### src/rtl/regset_frontend_pkg.sv
// -----------------------------------------------------------------------------
// regset_frontend_pkg
// Shared definitions for the register-set front end: array geometry, the
// CLEAR/RUN state encoding and the 33-bit operand record {grubby, data}.
// -----------------------------------------------------------------------------
package regset_frontend_pkg;

    localparam int REGSET_AW = 6;
    localparam int REGSET_N  = 64;
    localparam int OPERAND_W = 33;

    typedef enum logic [0:0] {
        ST_CLEAR = 1'b0,
        ST_RUN   = 1'b1
    } regset_state_e;

    typedef struct packed {
        logic        grubby;
        logic [31:0] data;
    } operand_t;

endpackage

### src/rtl/regset_bypass_port.sv
// -----------------------------------------------------------------------------
// regset_bypass_port
// One read port of the register-set front end.
//   - Chooses the effective read address (held address during a stall).
//   - Remembers whether the write issued in the same cycle targets that
//     address, because the read-first BRAM would return the old contents.
//   - Muxes bypassed write data or BRAM data onto the operand output, and
//     forces the operand to zero until the array has been cleared.
// Ports:
//   clk, rst            clock, synchronous active-high reset
//   run                 front end is in RUN (bypass allowed)
//   ready               array cleared; operand output enabled
//   rd_hold, rd_addr    stall request and requested read address
//   wr_we, wr_addr      write strobe/address actually sent to the BRAM
//   wr_data, wr_grubby  pipeline writeback payload
//   rs_rd, rs_rg        BRAM read data (one cycle after ea)
//   ea                  effective read address, drives the BRAM read port
//   op                  corrected operand
// -----------------------------------------------------------------------------
module regset_bypass_port
    import regset_frontend_pkg::*;
(
    input  logic                 clk,
    input  logic                 rst,
    input  logic                 run,
    input  logic                 ready,
    input  logic                 rd_hold,
    input  logic [REGSET_AW-1:0] rd_addr,
    input  logic                 wr_we,
    input  logic [REGSET_AW-1:0] wr_addr,
    input  logic [31:0]          wr_data,
    input  logic                 wr_grubby,
    input  logic [31:0]          rs_rd,
    input  logic                 rs_rg,
    output logic [REGSET_AW-1:0] ea,
    output operand_t             op
);

    logic [REGSET_AW-1:0] lat_addr_r;
    logic                 byp_r;
    operand_t             bypdata_r;

    // Effective address: during a stall re-present the last address used.
    always_comb begin
        ea = rd_addr;
        if (rd_hold) begin
            ea = lat_addr_r;
        end else begin
            ea = rd_addr;
        end
    end

    // Latch the effective address and capture a same-cycle write hit.
    always_ff @(posedge clk) begin
        if (rst) begin
            lat_addr_r <= {REGSET_AW{1'b0}};
            byp_r      <= 1'b0;
            bypdata_r  <= '0;
        end else begin
            lat_addr_r <= ea;
            // wr_we is already suppressed for entry 0, so x0 never bypasses.
            byp_r      <= wr_we && (wr_addr == ea) && run;
            bypdata_r  <= '{grubby: wr_grubby, data: wr_data};
        end
    end

    // Operand mux: zero until ready, else bypassed data or BRAM data.
    always_comb begin
        op = '0;
        if (!ready) begin
            op = '0;
        end else if (byp_r) begin
            op = bypdata_r;
        end else begin
            op = '{grubby: rs_rg, data: rs_rd};
        end
    end

endmodule

### src/rtl/regset_frontend.sv
// -----------------------------------------------------------------------------
// regset_frontend
// Owns the write and both read ports of the 64-entry register-set BRAM.
//   - After reset, sweeps zeros (data and grubby) into the array so that
//     register sets without BRAM preinit start out clean; ready rises the
//     cycle after the last clear write.
//   - In RUN, forwards pipeline writebacks except writes to entry 0.
//   - Two regset_bypass_port instances supply stall-stable read addresses
//     and same-cycle write bypass for the two operands.
// Parameters:
//   CLEAR_ALL  1: clear all entries (64 cycles); 0: clear entry 0 only
//   NREGS      number of entries, must be 64 (6-bit addresses)
// Ports:
//   clk, rst                         clock, synchronous active-high reset
//   wr_en/wr_addr/wr_data/wr_grubby  pipeline writeback
//   rd_addr1/rd_addr2, rd_hold       operand addresses and stall
//   ready                            array cleared and usable
//   op1/op1_grubby, op2/op2_grubby   corrected operands
//   rs_*                             BRAM write/read port connections
// -----------------------------------------------------------------------------
module regset_frontend
    import regset_frontend_pkg::*;
#(
    parameter int CLEAR_ALL = 1,
    parameter int NREGS     = 64
) (
    input  logic                 clk,
    input  logic                 rst,
    input  logic                 wr_en,
    input  logic [REGSET_AW-1:0] wr_addr,
    input  logic [31:0]          wr_data,
    input  logic                 wr_grubby,
    input  logic [REGSET_AW-1:0] rd_addr1,
    input  logic [REGSET_AW-1:0] rd_addr2,
    input  logic                 rd_hold,
    output logic                 ready,
    output logic [31:0]          op1,
    output logic                 op1_grubby,
    output logic [31:0]          op2,
    output logic                 op2_grubby,
    output logic                 rs_we,
    output logic [REGSET_AW-1:0] rs_wa,
    output logic [31:0]          rs_wd,
    output logic                 rs_wg,
    output logic [REGSET_AW-1:0] rs_ra1,
    output logic [REGSET_AW-1:0] rs_ra2,
    input  logic [31:0]          rs_rd1,
    input  logic                 rs_rg1,
    input  logic [31:0]          rs_rd2,
    input  logic                 rs_rg2
);

    // Index of the final clear write for the selected sweep mode.
    localparam logic [REGSET_AW-1:0] CLEAR_LAST =
        (CLEAR_ALL != 0) ? REGSET_AW'(NREGS - 1) : {REGSET_AW{1'b0}};

    regset_state_e        state_r;
    regset_state_e        state_nxt_s;
    logic [REGSET_AW-1:0] cnt_r;
    logic [REGSET_AW-1:0] cnt_nxt_s;
    logic                 ready_r;
    logic                 ready_nxt_s;
    logic                 run_s;
    operand_t             op1_s;
    operand_t             op2_s;

    // State, clear counter and ready registers.
    always_ff @(posedge clk) begin
        if (rst) begin
            state_r <= ST_CLEAR;
            cnt_r   <= {REGSET_AW{1'b0}};
            ready_r <= 1'b0;
        end else begin
            state_r <= state_nxt_s;
            cnt_r   <= cnt_nxt_s;
            ready_r <= ready_nxt_s;
        end
    end

    // Next-state logic: step the sweep, leave CLEAR after the last write.
    always_comb begin
        state_nxt_s = state_r;
        cnt_nxt_s   = cnt_r;
        ready_nxt_s = ready_r;
        case (state_r)
            ST_CLEAR: begin
                if (cnt_r == CLEAR_LAST) begin
                    state_nxt_s = ST_RUN;
                    ready_nxt_s = 1'b1;
                end else begin
                    cnt_nxt_s   = cnt_r + {{(REGSET_AW-1){1'b0}}, 1'b1};
                end
            end
            ST_RUN: begin
                ready_nxt_s = 1'b1;
            end
            default: begin
                state_nxt_s = ST_CLEAR;
                cnt_nxt_s   = {REGSET_AW{1'b0}};
                ready_nxt_s = 1'b0;
            end
        endcase
    end

    // BRAM write port: sweep zeros in CLEAR, filtered writeback in RUN.
    always_comb begin
        rs_we = 1'b0;
        rs_wa = {REGSET_AW{1'b0}};
        rs_wd = 32'd0;
        rs_wg = 1'b0;
        case (state_r)
            ST_CLEAR: begin
                rs_we = 1'b1;
                rs_wa = cnt_r;
            end
            ST_RUN: begin
                rs_we = wr_en && (wr_addr != {REGSET_AW{1'b0}});
                rs_wa = wr_addr;
                rs_wd = wr_data;
                rs_wg = wr_grubby;
            end
            default: begin
                rs_we = 1'b0;
            end
        endcase
    end

    assign run_s = (state_r == ST_RUN);
    assign ready = ready_r;

    regset_bypass_port u_port1 (
        .clk       (clk),
        .rst       (rst),
        .run       (run_s),
        .ready     (ready_r),
        .rd_hold   (rd_hold),
        .rd_addr   (rd_addr1),
        .wr_we     (rs_we),
        .wr_addr   (rs_wa),
        .wr_data   (wr_data),
        .wr_grubby (wr_grubby),
        .rs_rd     (rs_rd1),
        .rs_rg     (rs_rg1),
        .ea        (rs_ra1),
        .op        (op1_s)
    );

    regset_bypass_port u_port2 (
        .clk       (clk),
        .rst       (rst),
        .run       (run_s),
        .ready     (ready_r),
        .rd_hold   (rd_hold),
        .rd_addr   (rd_addr2),
        .wr_we     (rs_we),
        .wr_addr   (rs_wa),
        .wr_data   (wr_data),
        .wr_grubby (wr_grubby),
        .rs_rd     (rs_rd2),
        .rs_rg     (rs_rg2),
        .ea        (rs_ra2),
        .op        (op2_s)
    );

    assign op1        = op1_s.data;
    assign op1_grubby = op1_s.grubby;
    assign op2        = op2_s.data;
    assign op2_grubby = op2_s.grubby;

endmodule

### config.mk
export PLATFORM = sky130hd
export DESIGN_NAME = regset_frontend
export DESIGN_NICKNAME = d
export VERILOG_FILES = /design/src/rtl/regset_frontend_pkg.sv /design/src/rtl/regset_bypass_port.sv /design/src/rtl/regset_frontend.sv
export SDC_FILE = /design/constraint.sdc
export NUM_CORES = 1
export LEC_CHECK = 0
export CORE_UTILIZATION = 34
export DETAILED_ROUTE_END_ITERATION = 6
export GPL_TIMING_DRIVEN = 0
export PLACE_DENSITY = 0.91
export SLEW_MARGIN = 20
export SYNTH_ARGS = -nofsm -noshare
export SYNTH_HDL_FRONTEND = slang
export SYNTH_SLANG_ARGS = --single-unit
### constraint.sdc
create_clock -name clk -period 1.82 [get_ports clk]
set_clock_uncertainty 0.1 [all_clocks]
set_input_delay 0.364 -clock clk [delete_from_list [all_inputs] [get_ports clk]]
set_output_delay 0.364 -clock clk [all_outputs]
set_load 0.01 [all_outputs]
# Word-level counts from Yosys, hierarchy flattened
# Cells that the tools add are included.
# word_totals
ff_bits,55
in_bits,121
word_cells,37
# classes
n_addsub,1
n_eq_ne,4
muxes,14
bitwise_logic,2
n_reduce_logical,7
# op_table
cell,n
$mux 33,4
$mux 32,1
$eq 6x6->1,2
$mux 6,2
$pmux 6 s2,1
$add 6x1->6 const B,1
$eq 6x6->1 const B,1
$reduce_bool 6->1,1
$logic_and 1x1->1,5
$mux 1,4
$pmux 1 s2,2
$ne 2x2->1 const B,1
$not 1->1,2
$reduce_and 2->1,1

# Depth between registers and ports, before layout
# depth
ltp_word,5
depth_mapped,5
mapped_depth_nobuf,5

# Hierarchy
# From an unflattened synthesis, not the netlist that was laid out.
# unflattened
cells_unflattened,448
area_unflattened_um2,4346.7
# by_module_without_submodules
mod,instances,cells_each,area_each_um2,seq_area_each_um2
regset_bypass_port,2,179,1816.7,800.8
regset_frontend,1,90,713.2,160.2

# Worst setup path after synthesis
# Ideal clock, no wire load.
# synth_timing
path_type,input port to output port
from,input port wr_addr[2]
to,output port rs_we
arrival_ns,1.230
slack_ns,0.126
stages,3
path_buffers,0
cell_sequence,or4_1 o31ai_1 nand2_1
# synth_between
elab_chain_cells,3
# synth_lines
item,line,source
"start, declared",regset_frontend.sv:30,"input logic [REGSET_AW-1:0] wr_addr,"
$reduce_bool 6->1,regset_frontend.sv:117,rs_we = wr_en && (wr_addr != {REGSET_AW{1'b0}});
$logic_and 1x1->1,regset_frontend.sv:117,
$pmux 1 s2,regset_frontend.sv:111,case (state_r)
"end, declared",regset_frontend.sv:41,"output logic rs_we,"
# Every way passes these cells.

# Worst setup path after layout
# layout_timing
from,register u_port2.byp_r
to,output port op2[2]
# layout_between
elab_chain_cells,2
# layout_lines
item,line,source
"start, declared",regset_bypass_port.sv:40,logic byp_r;
"start signal, assigned",regset_bypass_port.sv:62,byp_r <= wr_we && (wr_addr == ea) && run;
$mux 33,regset_bypass_port.sv:72,end else if (byp_r) begin
$mux 33,regset_bypass_port.sv:70,if (!ready) begin
"end, declared",regset_frontend.sv:39,"output logic [31:0] op2,"
# Every way passes these cells.

==> reports/metrics.cfg <==
[critical_path]
cp_max_fo=5
max_stage_delay_ns=0.39
startpoint_type=flip-flop
slowest_stage=dfxtp_4
path_cells=buf_12 > buf_8 > buf_6 > mux2i_1 > nor2_1 > buf_2
critPathRequiredTime_ns=1.36
worst_setup_path_end_kind=primary output
critPathArrivalTime_ns=1.49
critPathKind=reg -> out

[route]
first_pass_iters=7
vias=4071
wl_per_cell_um=19.42
viasPerCell=5.057
drtIter0Drc=105
wl_um=15640
drc=15
drtAntennaViolNets=0

[clocking]
ctsHoldBuffers=0
cts_max_path_buffers=2
htreeDepth=2
cts_sinks=55
clk_latency_ns=0.31
cts_made_buffers=5
cts_tree=built
path_clk_slew_ns=0.11
cts_root_buf=clkbuf_8

[global_route]
antenna_found_initial=0
grt_pass1_vias=4258
grt_pass1_wl_um=22350
grt_use_total_pct=29.46
grt_max_degree=18
grt_remaining_overflow=0

[synthesis]
netlist_area_mm2=0.003168
synth.distinct_cells=25
synth_cells=377
synth_fp_nets=499
syn_area_per_cell_um2=8.403
yosys_warnings=0
ys_seq_area_share_pct=34.76
yosys_register_bits=55

[placed_design]
place_congestion=0.8885
port_buffers=238
placed_area_mm2=0.005685
hpwl_um=9918

[run]
maxCapViolations=0

[floorplanning]
floorplan.initialDensity_pct=35.63
fp.dieH_um=98.53
die_w_um=98.53
rows=34
ios=240
core-area_mm2=0.008891
dieArea_mm2=0.009708

[pwr]
p_seq_share_pct=43.9
p_leak_nw=3.119
peakVddDrop_mv=0.4307
p_clk_share_pct=32.7
total_power_mw=2.987
power.internal_mw=2.247
p_per_area_mw_per_mm2=427.7
p_switching_mw=0.7395
p_comb_share_pct=23.4
swShare_pct=24.76

[timing]
max_freq_ghz=0.5110
min_period_over_period_pct=107.5
hold_viol=0
slew_viol_final=0
min_period_ns=1.957
finalSetupViolCount=73
slew_headroom_pct=64.11
worst_hold_slack_ns=0.3848
setup_slack_ns=-0.1371
max_slew.worst_pin.slew_ns=0.5384
fin_setup_tns_ns=-3.201
rsz0062_at_grt=yes

[hold_path]
min_path_type=in -> reg

[cells_and_area]
syn2layout_area_growth_pct=120.4
diodes=0
finish.utilization_pct=78.54
stdcell_area_mm2=0.006983
layout-drive-gt1-share_pct=41.18
fin_nets=818

[run_status]
violations=design-rule violations, negative setup slack
outcome=finished with violations

## area by class of cell
class                      instances  area [um2]
inverter                          20       75.07
timing repair buffer             317        2982
tap                              108       135.1
sequential                        55        1114
buffer                            22       265.3
multi-input combinational        275        2276
clock buffer                       5       68.82
fill                             571        1908
clock inverter                     3       67.56
## power groups by stage
stage          logic, mW  clock network, mW  registers [mW]
4_1_cts            0.642              0.996            1.30
3_3_place_gp       0.540                  0            1.32
5_1_grt            0.737               1.05            1.32
3_5_place_dp       0.558                  0            1.33
6_report           0.699              0.975            1.31
2_1_floorplan      0.195                  0            1.31
## synthesized netlist by cell type
| cell | number | area [um2] |
|---|---|---|
| xor2_1 | 4 | 35.03 |
| nor2b_1 | 33 | 206.5 |
| xnor2_1 | 11 | 96.34 |
| or3b_1 | 1 | 8.760 |
| ha_1 | 1 | 12.51 |
| buf_2 | 7 | 35.03 |
| buf_6 | 2 | 22.52 |
| dfxtp_1 | 55 | 1101 |
| and3_2 | 1 | 7.510 |
| mux2i_1 | 85 | 850.8 |
| clkbuf_1 | 18 | 67.56 |
| nor2_1 | 85 | 319.1 |
| nand3_1 | 2 | 10.01 |
| o31ai_1 | 1 | 7.510 |
| a211oi_1 | 2 | 15.01 |
| or4_1 | 1 | 7.510 |
| nor3_1 | 2 | 10.01 |
| nand2_1 | 3 | 11.26 |
| nand4_1 | 2 | 12.51 |
| nor4_1 | 4 | 25.02 |
| a31oi_1 | 1 | 6.260 |
| a311oi_1 | 1 | 8.760 |
| and2_1 | 33 | 206.5 |
| a21oi_1 | 2 | 10.01 |
| inv_1 | 20 | 75.07 |
## per-stage QoR
step	setup slack [ns]	instances
after floorplan	0.1265	377
after global placement	-0.9585	723
after detailed placement	-0.9815	723
after CTS	-0.2131	797
after global routing	-0.1880	805
final	-0.1371	805
## metal layers
metal  routed length (um)  global-route usage, %  vias to the layer above  part of all wire (%)
met5                    0                      0                        -                     0
met4                  615                  11.14                        0                   3.9
met3                 1028                  6.454                       54                   6.6
met2                 8355                  57.10                      201                    53
met1                 5638                  30.82                     1952                    36
li1                     -                      -                     1864                     -
## worst paths after layout
check,startpoint,to,slack (ns),depth (start not counted)
max,u_port2.byp_r,op2[2],-0.14,6
max reg2reg,run_s,cnt_r[3],0.09,6
min,rst,u_port1.bypdata_r[12],0.38,2
min reg2reg,u_port1.lat_addr_r[0],u_port1.lat_addr_r[0],0.47,2
## registers in the layout, indices dropped and copies added (netlist names)
signal,count
u_port1.bypdata_r,33
u_port1.lat_addr_r,6
run_s,1
u_port1.byp_r,1
cnt_r,6
u_port2.byp_r,1
u_port2.lat_addr_r,6
ready,1
## repair_timing
action / CTS / global route
resized for setup: 636 / 73
pin swaps: 10 / 26
cloned: 9 / 0
endpoints found under the hold margin: 0 / 0
setup endpoints to repair: 120 / 109
setup buffers: 59 / 23
## placed cells by master, fill, tap and decap left out, drive strengths merged, types with 4 or more instances in the layout
cell	instances
and2	33
buf	195
clkbuf	22
clkdlybuf4s50	111
dfxtp	55
dlygate4sd2	10
inv	20
mux2i	85
nor2	85
nor2b	33
nor4	4
xnor2	11
xor2	4
## cells by family (layout without fill, tap and decap cells)
kind of cell / count (synthesis) / count (layout) / share of synthesized area (%)
mux: 85 / 85 / 26.86
compound gates: 7 / 7 / 1.501
simple gates: 167 / 167 / 26.03
flops: 55 / 55 / 34.76
xor+xnor: 15 / 15 / 4.147
buf+inv: 47 / 367 / 6.319
fa+ha+maj: 1 / 1 / 0.3949
## worst max-delay path: cells and delay by family (launching register included)
kind	cells	cell delay [ns]
flops	1	0.39
simple gates	1	0.15
mux	1	0.12
buf+inv	4	0.52
Power figures use the tool's default switching activity.
